--- src/rtl/imm_ext_stage_if.sv ---
// Handshake/bus bundle for imm_ext_stage: request side (decode) and result side (execute).
interface imm_ext_stage_if #(
  parameter int DATA_W  = 32,
  parameter int IMM_W   = 16,
  parameter int SHAMT_W = 5
);
  logic               in_valid;
  logic               in_ready;
  logic [IMM_W-1:0]   imm;
  logic [SHAMT_W-1:0] shamt;
  logic [2:0]         extop;
  logic               out_valid;
  logic               out_ready;
  logic [DATA_W-1:0]  ext_out;
  logic               illegal;

  modport master (
    output in_valid, imm, shamt, extop, out_ready,
    input  in_ready, out_valid, ext_out, illegal
  );

  modport slave (
    input  in_valid, imm, shamt, extop, out_ready,
    output in_ready, out_valid, ext_out, illegal
  );
endinterface

--- src/rtl/imm_ext_stage.sv ---
// Registered immediate-extension stage with a 2-entry skid buffer between decode and execute.
// Optional macro EXT_ILLEGAL_CNT_EN adds a saturating 16-bit count of accepted illegal extops.
module imm_ext_stage #(
  parameter int DATA_W  = 32,
  parameter int IMM_W   = 16,
  parameter int SHAMT_W = 5
) (
  input  logic                clk,
  input  logic                rst,
  input  logic                flush,
  imm_ext_stage_if.slave      bus
`ifdef EXT_ILLEGAL_CNT_EN
  ,
  output logic [15:0]         illegal_cnt
`endif
);

  typedef enum logic [2:0] {
    EXT_SIGN   = 3'b000,
    EXT_ZERO   = 3'b001,
    EXT_SHAMT  = 3'b010,
    EXT_UPPER  = 3'b011,
    EXT_BRANCH = 3'b100
  } ext_mode_e;

  // Occupancy: main register drives the outputs, skid only holds data when main is stalled.
  typedef enum logic [1:0] {
    ST_EMPTY,
    ST_MAIN,
    ST_FULL
  } occ_e;

  occ_e              state_q, state_d;
  logic [DATA_W-1:0] main_data_q, main_data_d;
  logic              main_ill_q, main_ill_d;
  logic [DATA_W-1:0] skid_data_q, skid_data_d;
  logic              skid_ill_q, skid_ill_d;

  ext_mode_e         ext_mode;
  logic [DATA_W-1:0] sext_imm;
  logic [DATA_W-1:0] ext_data;
  logic              ext_ill;
  logic              in_ready_c;
  logic              accept;
  logic              drain;

  assign ext_mode = ext_mode_e'(bus.extop);

  always_comb begin
    sext_imm = {{(DATA_W-IMM_W){bus.imm[IMM_W-1]}}, bus.imm};
    ext_data = '0;
    ext_ill  = 1'b0;
    case (ext_mode)
      EXT_SIGN:   ext_data = sext_imm;
      EXT_ZERO:   ext_data = {{(DATA_W-IMM_W){1'b0}}, bus.imm};
      EXT_SHAMT:  ext_data = {{(DATA_W-SHAMT_W){1'b0}}, bus.shamt};
      EXT_UPPER:  ext_data = {bus.imm, {(DATA_W-IMM_W){1'b0}}};
      EXT_BRANCH: ext_data = sext_imm << 2;
      default:    ext_ill  = 1'b1;
    endcase
  end

  // in_ready depends only on registered state and rst, never on out_ready.
  assign in_ready_c = (state_q != ST_FULL) && !rst;
  assign accept     = bus.in_valid && in_ready_c;
  assign drain      = (state_q != ST_EMPTY) && bus.out_ready;

  always_comb begin
    state_d     = state_q;
    main_data_d = main_data_q;
    main_ill_d  = main_ill_q;
    skid_data_d = skid_data_q;
    skid_ill_d  = skid_ill_q;
    if (flush) begin
      state_d = ST_EMPTY;
    end else begin
      case (state_q)
        ST_EMPTY: begin
          if (accept) begin
            state_d     = ST_MAIN;
            main_data_d = ext_data;
            main_ill_d  = ext_ill;
          end
        end
        ST_MAIN: begin
          if (accept && drain) begin
            main_data_d = ext_data;
            main_ill_d  = ext_ill;
          end else if (accept) begin
            state_d     = ST_FULL;
            skid_data_d = ext_data;
            skid_ill_d  = ext_ill;
          end else if (drain) begin
            state_d = ST_EMPTY;
          end
        end
        ST_FULL: begin
          if (drain) begin
            state_d     = ST_MAIN;
            main_data_d = skid_data_q;
            main_ill_d  = skid_ill_q;
          end
        end
        default: state_d = ST_EMPTY;
      endcase
    end
  end

  always_ff @(posedge clk) begin
    if (rst) begin
      state_q     <= ST_EMPTY;
      main_data_q <= '0;
      main_ill_q  <= 1'b0;
      skid_data_q <= '0;
      skid_ill_q  <= 1'b0;
    end else begin
      state_q     <= state_d;
      main_data_q <= main_data_d;
      main_ill_q  <= main_ill_d;
      skid_data_q <= skid_data_d;
      skid_ill_q  <= skid_ill_d;
    end
  end

  assign bus.in_ready  = in_ready_c;
  assign bus.out_valid = (state_q != ST_EMPTY);
  assign bus.ext_out   = main_data_q;
  assign bus.illegal   = main_ill_q;

`ifdef EXT_ILLEGAL_CNT_EN
  logic [15:0] cnt_q, cnt_d;

  // Counted at accept time, so a later flush does not undo it.
  always_comb begin
    cnt_d = cnt_q;
    if (accept && ext_ill && (cnt_q != '1)) cnt_d = cnt_q + 16'd1;
  end

  always_ff @(posedge clk) begin
    if (rst) cnt_q <= '0;
    else     cnt_q <= cnt_d;
  end

  assign illegal_cnt = cnt_q;
`endif

endmodule

--- src/flat_wrapper.sv ---
// flat-port wrapper written by rule: the top's interface ports become plain ports
module imm_ext_stage_flat 
#(
  parameter int DATA_W  = 32,
  parameter int IMM_W   = 16,
  parameter int SHAMT_W = 5
)
  (clk, rst, flush, bus_in_valid, bus_imm, bus_shamt, bus_extop, bus_out_ready, bus_in_ready, bus_out_valid, bus_ext_out, bus_illegal);
  imm_ext_stage_if #(.DATA_W(DATA_W), .IMM_W(IMM_W), .SHAMT_W(SHAMT_W)) bus_i ();
  input  logic clk;
  input  logic rst;
  input  logic flush;
  input wire logic [$bits(bus_i.in_valid)-1:0] bus_in_valid;
  input wire logic [$bits(bus_i.imm)-1:0] bus_imm;
  input wire logic [$bits(bus_i.shamt)-1:0] bus_shamt;
  input wire logic [$bits(bus_i.extop)-1:0] bus_extop;
  input wire logic [$bits(bus_i.out_ready)-1:0] bus_out_ready;
  output wire logic [$bits(bus_i.in_ready)-1:0] bus_in_ready;
  output wire logic [$bits(bus_i.out_valid)-1:0] bus_out_valid;
  output wire logic [$bits(bus_i.ext_out)-1:0] bus_ext_out;
  output wire logic [$bits(bus_i.illegal)-1:0] bus_illegal;
  assign bus_i.in_valid = bus_in_valid;
  assign bus_i.imm = bus_imm;
  assign bus_i.shamt = bus_shamt;
  assign bus_i.extop = bus_extop;
  assign bus_i.out_ready = bus_out_ready;
  assign bus_in_ready = bus_i.in_ready;
  assign bus_out_valid = bus_i.out_valid;
  assign bus_ext_out = bus_i.ext_out;
  assign bus_illegal = bus_i.illegal;
  imm_ext_stage #(.DATA_W(DATA_W), .IMM_W(IMM_W), .SHAMT_W(SHAMT_W)) u_core (.clk(clk), .rst(rst), .flush(flush), .bus(bus_i));
endmodule
--- config.mk ---
export PLATFORM = sky130hd
export DESIGN_NAME = imm_ext_stage_flat
export DESIGN_NICKNAME = d
export VERILOG_FILES = /design/src/rtl/imm_ext_stage_if.sv /design/src/rtl/imm_ext_stage.sv /design/src/flat_wrapper.sv
export SDC_FILE = /design/constraint.sdc
export NUM_CORES = 1
export LEC_CHECK = 0
export CAP_MARGIN = 40
export CORE_MARGIN = 2
export CORE_UTILIZATION = 46
export DETAILED_ROUTE_END_ITERATION = 7
export GPL_TIMING_DRIVEN = 0
export PLACE_DENSITY = 0.75
export SYNTH_ARGS = -nofsm -noshare
export SYNTH_HDL_FRONTEND = slang
export SYNTH_SLANG_ARGS = --single-unit
--- constraint.sdc ---
create_clock -name clk -period 1.69 [get_ports clk]
set_input_delay 0.169 -clock clk [delete_from_list [all_inputs] [get_ports clk]]
set_output_delay 0.169 -clock clk [all_outputs]
set_load 0.05 [all_outputs]
# --- Word level (Yosys, flattened, before mapping) ---
# Cells that the tools add are included.
word_totals:
  reg_bits: 68
  latch_bits: 0
  ramBits: 0
  mem_bits_ro: 0
  in_bits: 29
  output_inout_bits: 35
  elab_cells: 49
  memories: 0
op_classes:
  add_sub_neg: 0
  multipliers: 0
  n_div: 0
  order_cmp: 0
  eq_ne: 12
  n_shift: 0
  n_mux: 16
  n_bitwise: 2
  n_reduce_logical: 14
op_table:
  columns: ["operator", "n"]
  rows:
  - ["$pmux 32 s5", 1]
  - ["$mux 32", 3]
  - ["$pmux 32 s3", 1]
  - ["$mux 2", 5]
  - ["$reduce_and 4->1", 2]
  - ["$eq 3x2->1 const B", 2]
  - ["$ne 2x1->1 const B", 3]
  - ["$pmux 2 s3", 1]
  - ["$reduce_and 5->1", 1]
  - ["$reduce_or 5->1", 1]
  - ["$logic_and 1x1->1", 4]
  - ["$mux 1", 4]
  - ["$ne 2x2->1 const B", 2]
  - ["$eq 3x1->1 const B", 1]
  - ["$eq 3x3->1 const B", 1]
  - ["$logic_not 3->1", 1]
  - ["$ne 3x1->1 const B", 1]
  - ["$pmux 1 s3", 1]
  - ["$reduce_bool 3->1", 1]
  - ["$eq 2x1->1 const B", 1]
  - ["$eq 2x2->1 const B", 1]
  - ["$logic_not 2->1", 1]
  - ["$not 1->1", 2]
  - ["$reduce_bool 2->1", 1]
  - ["2 further kinds", 2]

# --- Depth between registers and ports, before layout ---
# Gate-level depths: netlist (run 1).
depth:
  depth_word: 6
  depth_mapped: 7

# --- Worst setup path before layout (run 1) ---
# OpenSTA, ideal clock, no wires.
synth_path:
  path_kind: "register to register"
  startpoint: "register u_core.state_q[1]"
  endpoint: "register u_core.main_data_q[18], in the netlist u_core.bus.ext_out[18]"
  setup_ns: 0.139
  arrival_ns: 1.632
  required_time_ns: 1.551
  slack_ns: -0.081
  stages_incl_launch_ff: 8
  period_less_slack_ns: 1.771
  path_cell_list: "dfxtp_1 -> buf_6 -> or4b_4 -> a31o_1 -> buf_6 -> clkbuf_1 -> nand2_1 -> a21oi_2"
synth_via:
  elab_chain_len: 6
  elab_cells_between_ends: 15
  classes_between: "6 x eq/ne; 1 x mux; 8 x reduce/logical"
synth_lines:
  columns: ["element", "line", "source"]
  rows:
  - ["start: declaration", "imm_ext_stage.sv:33", "occ_e state_q, state_d;"]
  - ["start signal: assignment", "imm_ext_stage.sv:117", "state_q <= state_d;"]
  - ["$ne 2x2->1", "imm_ext_stage.sv:64", "assign in_ready_c = (state_q != ST_FULL) && !rst;"]
  - ["$logic_and 1x1->1", "imm_ext_stage.sv:64", null]
  - ["$logic_and 1x1->1", "imm_ext_stage.sv:65", "assign accept = bus.in_valid && in_ready_c;"]
  - ["$logic_and 1x1->1", "imm_ext_stage.sv:86", "if (accept && drain) begin"]
  - ["$ne 2x1->1 (no line)", null, null]
  - ["$reduce_and 5->1 (no line)", null, null]
  - ["end signal: assignment", "imm_ext_stage.sv:118", "main_data_q <= main_data_d;"]
  - ["end: declaration", "imm_ext_stage.sv:34", "logic [DATA_W-1:0] main_data_q, main_data_d;"]
# Parallel ways exist; a longest one is shown, timed or not.
# A chain may end at the register's enable or synchronous reset.

# --- Final worst setup path (run 1) ---
layout_path:
  startpoint: "register u_core.state_q[0]"
  endpoint: "register u_core.main_data_q[28], in the netlist u_core.bus.ext_out[28]"
# Same word-level chain as after synthesis.

==> summary.md, run 1 <==
| Metric | Value |
|---|---|
| ANT nets after route | `0` |
| Pre-antenna DRT Iters | `5` |
| Diodes inserted | `0` |
| Cell with the most instances after synthesis | `nand2_1` |
| First-pass GRT wire length | `between 15,000 and 20,000 um` |
| Die X | `87.7 um` |
| DR WL/cell | `approximately 18 um` |
| Share of cells above drive strength 1 | `0.243` |
| Die ar. | `around 7700 um^2` |
| Post-detail-place hpwl | `6560 um` |
| Row count | `30` |
| Hold path startpoint | `bus_extop[2]` |
| Register area | `approximately 1400 um^2` |
| I/O Buffers | `62` |
| Worst setup path category | `flip-flop to flip-flop` |
| Nets | `slightly above 500` |
| Util after Layout | `0.692` |
| Clk_lat worst skew | `between 0.3 and 0.4 ns` |
| Pwr Total | `3.82 mW` |
| Initial antenna violation count | `0` |
| WP data required | `~2 ns` |
| Vias in the first global route | `~3,100` |
| CP endpoint kind | `flip-flop` |
| GRT Overall Usage | `0.261` |
| Outcome | `finished, violations left` |
| Clock root cell | `clkbuf_8` |
| Reg2Reg Capture Point | `u_core.bus.ext_out[28]$_SDFFE_PP0P_` |
| Largest area contributor in the netlist | `dfxtp_1` |
| Finished Cell Area | `4700 um^2` |
| Mapped Cells | `388` |
| Sequential cell area fraction in the yosys report | `0.422` |
| Vias per inst | `5.78` |
| Ys Warns | `0` |
| R2R depth | `5` |
| Number of library cell types mapped by synthesis | `41` |
| Fraction of registers with async set/reset | `0` |
| Synthesized area | `3220 um^2` |
| Period minus WS final | `around 1.8 ns` |
| Endpoints failing hold | `0` |
| DRT iter0 DRCs | `225` |
| GPL Wtd Cong | `~0.87` |
| RSZ-0062 raised after global routing | `true` |
| Core Area | `6790 um^2` |
| Worst vdd ir | `0.492 mV` |
| TritonCTS clock tree | `done` |
| CP Launch Type | `flip-flop` |
| Final WS setup | `-0.136 ns` |
| Largest net degree at the start of global routing | `12` |
| Fmax | `between 500 and 600 MHz` |
| Cell Pwr Density | `812 nW/um^2` |
| WL final | `between 10,000 and 15,000 um` |
| Worst Tran Pin Value | `0.762 ns` |
| Cts hold-fix bufs | `0` |
| Num CTS Buffers | `9` |
| CTS clk-pin slew, worst paths | `0.08 ns` |
| Longest Clk Path Bufs | `2` |
| Remaining DRCs | `0` |
| Final setup vio count | `36` |
| Grt ovf | `0` |
| Worst min-delay path category | `input pin to flip-flop` |
| Placed instance count | `546` |
| Max_cap viols | `0` |
| DP Area | `between 3000 and 4000 um^2` |
| Syn Nets | `417` |
| Yosys reg bits | `between 60 and 70` |
| Count of flip-flops with a built-in enable after synthesis | `0` |
| Multi-input gate area | `1820 um^2` |
| Worst clock skew | `0.0114 ns` |
| Worst Hold End | `u_core.skid_ill_q$_SDFFE_PP0P_` |
| Initial Util | `0.474` |
| Top Ports | `64` |
| Slew headroom | `0.492` |
| Clk sink count | `68` |
| Hold path cells | `4` |
| R2r setup slk | `-0.14 ns` |
| Fillers | `around 540` |
| Vias | `3,320` |
| Most used DFF post-synth | `dfxtp_1` |
| Leak | `2.09 nW` |
| Finished Layout Cells | `between 500 and 600` |
| Tcrit/Tclk final | `1.08` |
| List of most frequent post-synthesis cells | `71 x nand2_1, 68 x dfxtp_1, 57 x nor2_1` |
| Reg-to-reg startpoint | `u_core.state_q[0]$_SDFFE_PP0P_` |
| Violated checks | `setup timing` |
| Worst-path maximum fanout | `7` |
| Area grow syn2layout | `45.8%` |
| Avg Inst Size Synth | `8.31 um^2` |
| Top cells by area, synth | `dfxtp_1 42%, nand2_1 8.3%, nor2_1 6.6%, a21oi_1 5.6%, a211o_1 3.8%` |
| Yosys top cell area share | `0.422` |
| Worst Path Arrival | `2.11 ns` |
| Vert. Die Dim | `87.7 um` |
| H-tree levels | `3` |
| Max-slew violations | `0` |
| Pre-CTS WS | `-0.913 ns` |
-- through the flow --
step | hold slack [ns] | TNS (ns)
floorplan | 0.245 | -0.795
global placement | 0.441 | -31.02
detailed placement | 0.447 | -32.50
CTS | 0.298 | -2.37
global route | 0.339 | -5.19
finish | 0.316 | -3.51
-- critical path, stage by stage, from the launching register on --
cell,delay [ns]
dfxtp_4,0.36
or4b_4,0.56
a31o_4,0.30
buf_8,0.16
a211o_1,0.25
a21oi_2,0.12
-- logic make-up (layout without fill, tap and decap cells) --
family / Yosys count / count (layout) / share of synthesized area
buffers and inverters: 37 / 127 / 0.0547
AO/OA/AOI/OAI: 117 / 117 / 0.285
flip-flops: 68 / 68 / 0.422
multiplexers: 2 / 2 / 0.00621
AND/OR/NAND/NOR: 164 / 164 / 0.232
-- worst max-delay path by stage --
stage,startpoint,end,slack [ns],cells past startpoint
floorplan,u_core.state_q[1]$_SDFFE_PP0P_,u_core.bus.ext_out[18]$_SDFFE_PP0P_,-0.06,6
global placement,rst,bus_in_ready,-0.94,5
detailed placement,rst,bus_in_ready,-0.91,5
CTS,u_core.state_q[0]$_SDFFE_PP0P_,u_core.bus.ext_out[20]$_SDFFE_PP0P_,-0.13,5
global route,u_core.state_q[0]$_SDFFE_PP0P_,u_core.bus.ext_out[20]$_SDFFE_PP0P_,-0.19,5
finish,u_core.state_q[0]$_SDFFE_PP0P_,u_core.bus.ext_out[28]$_SDFFE_PP0P_,-0.14,5
-- where the power goes --
| part | leakage, nW | internal (mW) | switching (mW) |
|---|---|---|---|
| combinational | 1.42 | 0.273 | 0.393 |
| clock | 0.109 | 0.864 | 0.627 |
| sequential | 0.552 | 1.64 | 0.0216 |
| total | 2.09 | 2.77 | 1.04 |
-- state kept, by name, summed over array words and instances, names as in the netlist --
name and cells:
u_core.skid_data_q 32, u_core.bus.illegal 1, u_core.bus.ext_out 32, u_core.state_q 2
u_core.skid_ill_q 1
-- routing by layer --
metal | vias to the layer above | GRT usage | part of all wire
met1 | 1599 | 0.338 | 0.42
met5 | - | 0 | 0
met4 | 0 | 0.103 | 0.026
li1 | 1559 | - | -
met3 | 25 | 0.0584 | 0.066
met2 | 137 | 0.425 | 0.49
-- layout make-up --
cell class	count	area share
multi-input combinational	283	0.388
sequential	68	0.291
timing repair buffer	79	0.195
buffer	31	0.0532
clock buffer	11	0.0301
tap	96	0.0256
clock inverter	4	0.0157
inverter	2	0.00160
-- placed cells by master (no fill, tap or decap), drive strengths merged, types with 2 or more instances in the layout --
| master | n |
|---|---|
| nor3 | 6 |
| a32o | 12 |
| dfxtp | 68 |
| nor2 | 57 |
| nand2b | 3 |
| bufinv | 2 |
| a221o | 3 |
| nor2b | 7 |
| a211oi | 15 |
| or3 | 3 |
| clkdlybuf4s50 | 31 |
| a311oi | 13 |
| o41ai | 3 |
| nand3b | 7 |
| inv | 2 |
| clkbuf | 32 |
| mux2i | 2 |
| dlymetal6s2s | 24 |
| a21oi | 47 |
| clkinv | 2 |
| o31ai | 2 |
| nor4bb | 3 |
| a211o | 14 |
| dlygate4sd2 | 5 |
| o21a | 2 |
| buf | 28 |
| nand2 | 71 |
-- repair_timing --
| item | 4_1_cts | 5_1_grt |
|---|---|---|
| gates resized for setup | 59 | 63 |
| buffers inserted | 8 | 4 |
| gates cloned | 3 | 4 |
| pin swaps | 17 | 14 |
| endpoints found under the setup margin | 71 | 89 |
Note: power is estimated with default switching activity, not from simulation.
==> run 2, diff against run 1 <==
- GPL_ROUTABILITY_DRIVEN: default -> 0
==> results of run 2 <==
Same layout as run 1: the final DEF is identical, and so are final timing and power.
==> run 3, diff against run 2 <==
- CAP_MARGIN: 40 -> 20
- GPL_TIMING_DRIVEN: 0 -> default
- MAX_ROUTING_LAYER: default -> met4
==> summary.md, run 3 (same netlist as run 1, synthesis figures left out) <==
| Metric | Value |
|---|---|
| H-tree levels | `3 (unchanged)` |
| Initial antenna violation count | `0 (unchanged)` |
| R2r setup slk | `-0.16 ns (-0.02 ns)` |
| Share of cells above drive strength 1 | `0.286 (+0.0430)` |
| Placed instance count | `557 (+2.0%)` |
| Vias in the first global route | `2,902 (-6.1%)` |
| Leak | `1.84 nW (-12%)` |
| Worst setup path category | `flip-flop to flip-flop` |
| DR top layer | `met4` |
| Diodes inserted | `0 (unchanged)` |
| Pwr Total | `3.79 mW (-0.77%)` |
| Max_cap viols | `0 (unchanged)` |
| DRT iter0 DRCs | `326 (+45%)` |
| Cell Pwr Density | `812 nW/um^2 (about the same)` |
| TritonCTS clock tree | `done` |
| Clock root cell | `clkbuf_8` |
| Die X | `87.7 um (unchanged)` |
| CP Launch Type | `flip-flop` |
| Top Ports | `64 (unchanged)` |
| Row count | `30 (unchanged)` |
| Largest net degree at the start of global routing | `47 (+35)` |
| Endpoints failing hold | `0 (unchanged)` |
| Pre-antenna DRT Iters | `7 (+2)` |
| WL final | `9840 um (-3.1%)` |
| Worst Tran Pin Value | `0.508 ns (-0.253 ns)` |
| Multi-input gate area | `1770 um^2 (-2.8%)` |
| Fmax | `541 MHz (-1.2%)` |
| Switching portion of total power | `0.273 (+0.000415)` |
| ANT nets after route | `0 (unchanged)` |
| Clock share of power | `0.386 (-0.005)` |
| GRT Overall Usage | `0.240 (-0.0210)` |
| I/O Buffers | `63 (+1.6%)` |
| Internal power | `2.75 mW (-0.83%)` |
| Tcrit/Tclk final | `1.09 (+0.0129)` |
| Cts hold-fix bufs | `0 (unchanged)` |
| Vias per inst | `5.61 (-2.9%)` |
| R2R depth | `6 (+1)` |
| Clk sink count | `68 (unchanged)` |
| Area grow syn2layout | `44.6%` |
| Die ar. | `7690 um^2 (unchanged)` |
| Worst clock skew | `0.0112 ns (-0.000207 ns)` |
| Most frequent cells in the layout | `71 x nand2_1, 67 x dfxtp_1, 65 x buf_4` |
| Remaining DRCs | `0 (unchanged)` |
| CTS clk-pin slew, worst paths | `0.08 ns (about the same)` |
| Fillers | `520 (-3.2%)` |
| Critical Path Start | `u_core.state_q[1]$_SDFFE_PP0P_` |
| Metal1 wirelength | `4260 um (-0.54%)` |
| Nets | `514 (+2.2%)` |
| Reg-to-reg startpoint | `u_core.state_q[1]$_SDFFE_PP0P_` |
| RSZ-0062 raised after global routing | `true` |
| Gate power share | `0.176 (+0.002)` |
| Period minus WS final | `1.85 ns (+0.0218 ns)` |
| Longest Clk Path Bufs | `2 (unchanged)` |
| Finished Layout Cells | `586 (+2.1%)` |
| Core Area | `6790 um^2 (unchanged)` |
| Util after Layout | `0.686 (-0.00589)` |
| Final setup vio count | `62 (+72%)` |
| Most common cell after layout, fill and taps aside | `nand2_1` |
| Slew headroom | `0.660 (+0.168)` |
| Worst min-delay path category | `input pin to flip-flop` |
| WHS | `0.406 ns (+0.0899 ns)` |
| Worst vdd ir | `0.479 mV (-2.6%)` |
| Violated checks | `setup timing` |
| DR WL/cell | `16.8 um (-5.1%)` |
| Clk_lat worst skew | `0.35 ns (about the same)` |
| First-pass GRT wire length | `14,000 um (-8.7%)` |
| Outcome | `finished, violations left` |
| Met2 wire length | `4800 um (-2.8%)` |
| Vias | `3,290 (-0.90%)` |
| Num CTS Buffers | `9 (unchanged)` |
| Net load switching power | `1.03 mW (-0.62%)` |
| Max-slew violations | `0 (unchanged)` |
| Worst Path Arrival | `2.10 ns (about the same)` |
| WP data required | `1.95 ns (-0.02 ns)` |
| Grt ovf | `0 (unchanged)` |
| Finished Cell Area | `4660 um^2 (-0.85%)` |
| Worst-path maximum fanout | `6 (-1)` |
| Register area | `1370 um^2 (-0.27%)` |
| Vert. Die Dim | `87.7 um (unchanged)` |
| CP endpoint kind | `flip-flop` |
| Post-detail-place hpwl | `5880 um (-10%)` |
| Met3 wire length | `629 um (-6.8%)` |
| Initial Util | `0.474 (unchanged)` |
| Reg2Reg Capture Point | `u_core.bus.ext_out[8]$_SDFFE_PP0P_` |
| DP Area | `4120 um^2 (+3.4%)` |
| Sequential share of power | `0.439 (+0.004)` |
| Crit path capture | `u_core.bus.ext_out[8]$_SDFFE_PP0P_` |
| Final WS setup | `-0.157 ns (-0.0218 ns)` |
-- run 3: per-layer routing --
| layer | up-vias | GRT usage |
|---|---|---|
| met5 | - | - |
| met4 | 0 | 0.0881 |
| met3 | 15 | 0.0396 |
| met2 | 134 | 0.370 |
| met1 | 1558 | 0.318 |
| li1 | 1583 | - |
-- run 3: metrics by stage --
step	TNS [ns]	setup WS [ns]
6_report	-4.53	-0.157
3_5_place_dp	-20.72	-0.465
2_1_floorplan	-0.795	-0.0641
3_3_place_gp	-19.34	-0.389
5_1_grt	-8.31	-0.207
4_1_cts	-2.71	-0.131
-- run 3: worst min path at each step --
stage / startpoint / endpoint / depth (start not counted)
floorplan: flush / u_core.state_q[0]$_SDFFE_PP0P_ / 1
global placement: u_core.skid_data_q[31]$_SDFFE_PP0P_ / u_core.skid_data_q[31]$_SDFFE_PP0P_ / 2
detailed placement: u_core.skid_data_q[6]$_SDFFE_PP0P_ / u_core.skid_data_q[6]$_SDFFE_PP0P_ / 2
CTS: rst / u_core.bus.ext_out[24]$_SDFFE_PP0P_ / 3
global route: rst / u_core.bus.ext_out[24]$_SDFFE_PP0P_ / 3
finish: rst / u_core.skid_data_q[0]$_SDFFE_PP0P_ / 3
-- run 3: area by class of cell --
cell class	count	share of cell area
clock buffer	10	0.0274
tap	96	0.0258
multi-input combinational	283	0.380
inverter	2	0.00161
clock inverter	6	0.0191
sequential	68	0.293
timing repair buffer	121	0.253
-- run 3: power groups by stage --
stage / clock, mW / combinational, mW / sequential (mW)
after CTS: 1.48 / 0.647 / 1.66
after floorplan: 0 / 0.245 / 1.81
after detailed placement: 0 / 0.609 / 1.70
after global routing: 1.54 / 0.704 / 1.66
after global placement: 0 / 0.603 / 1.70
final: 1.46 / 0.665 / 1.66
-- run 3: critical path, cell delays in order (launching register included) --
cell      delay [ns]
dfxtp_4         0.35
or4b_4          0.54
buf_6           0.13
a31oi_4         0.27
buf_6           0.18
nor2_2          0.04
a311oi_1        0.24
-- run 3: repair_timing --
action | in CTS | in global routing
gates cloned | 2 | 6
pin swaps | 25 | 10
setup buffers | 4 | 3
resized for setup | 18 | 22
setup endpoints to repair | 34 | 70
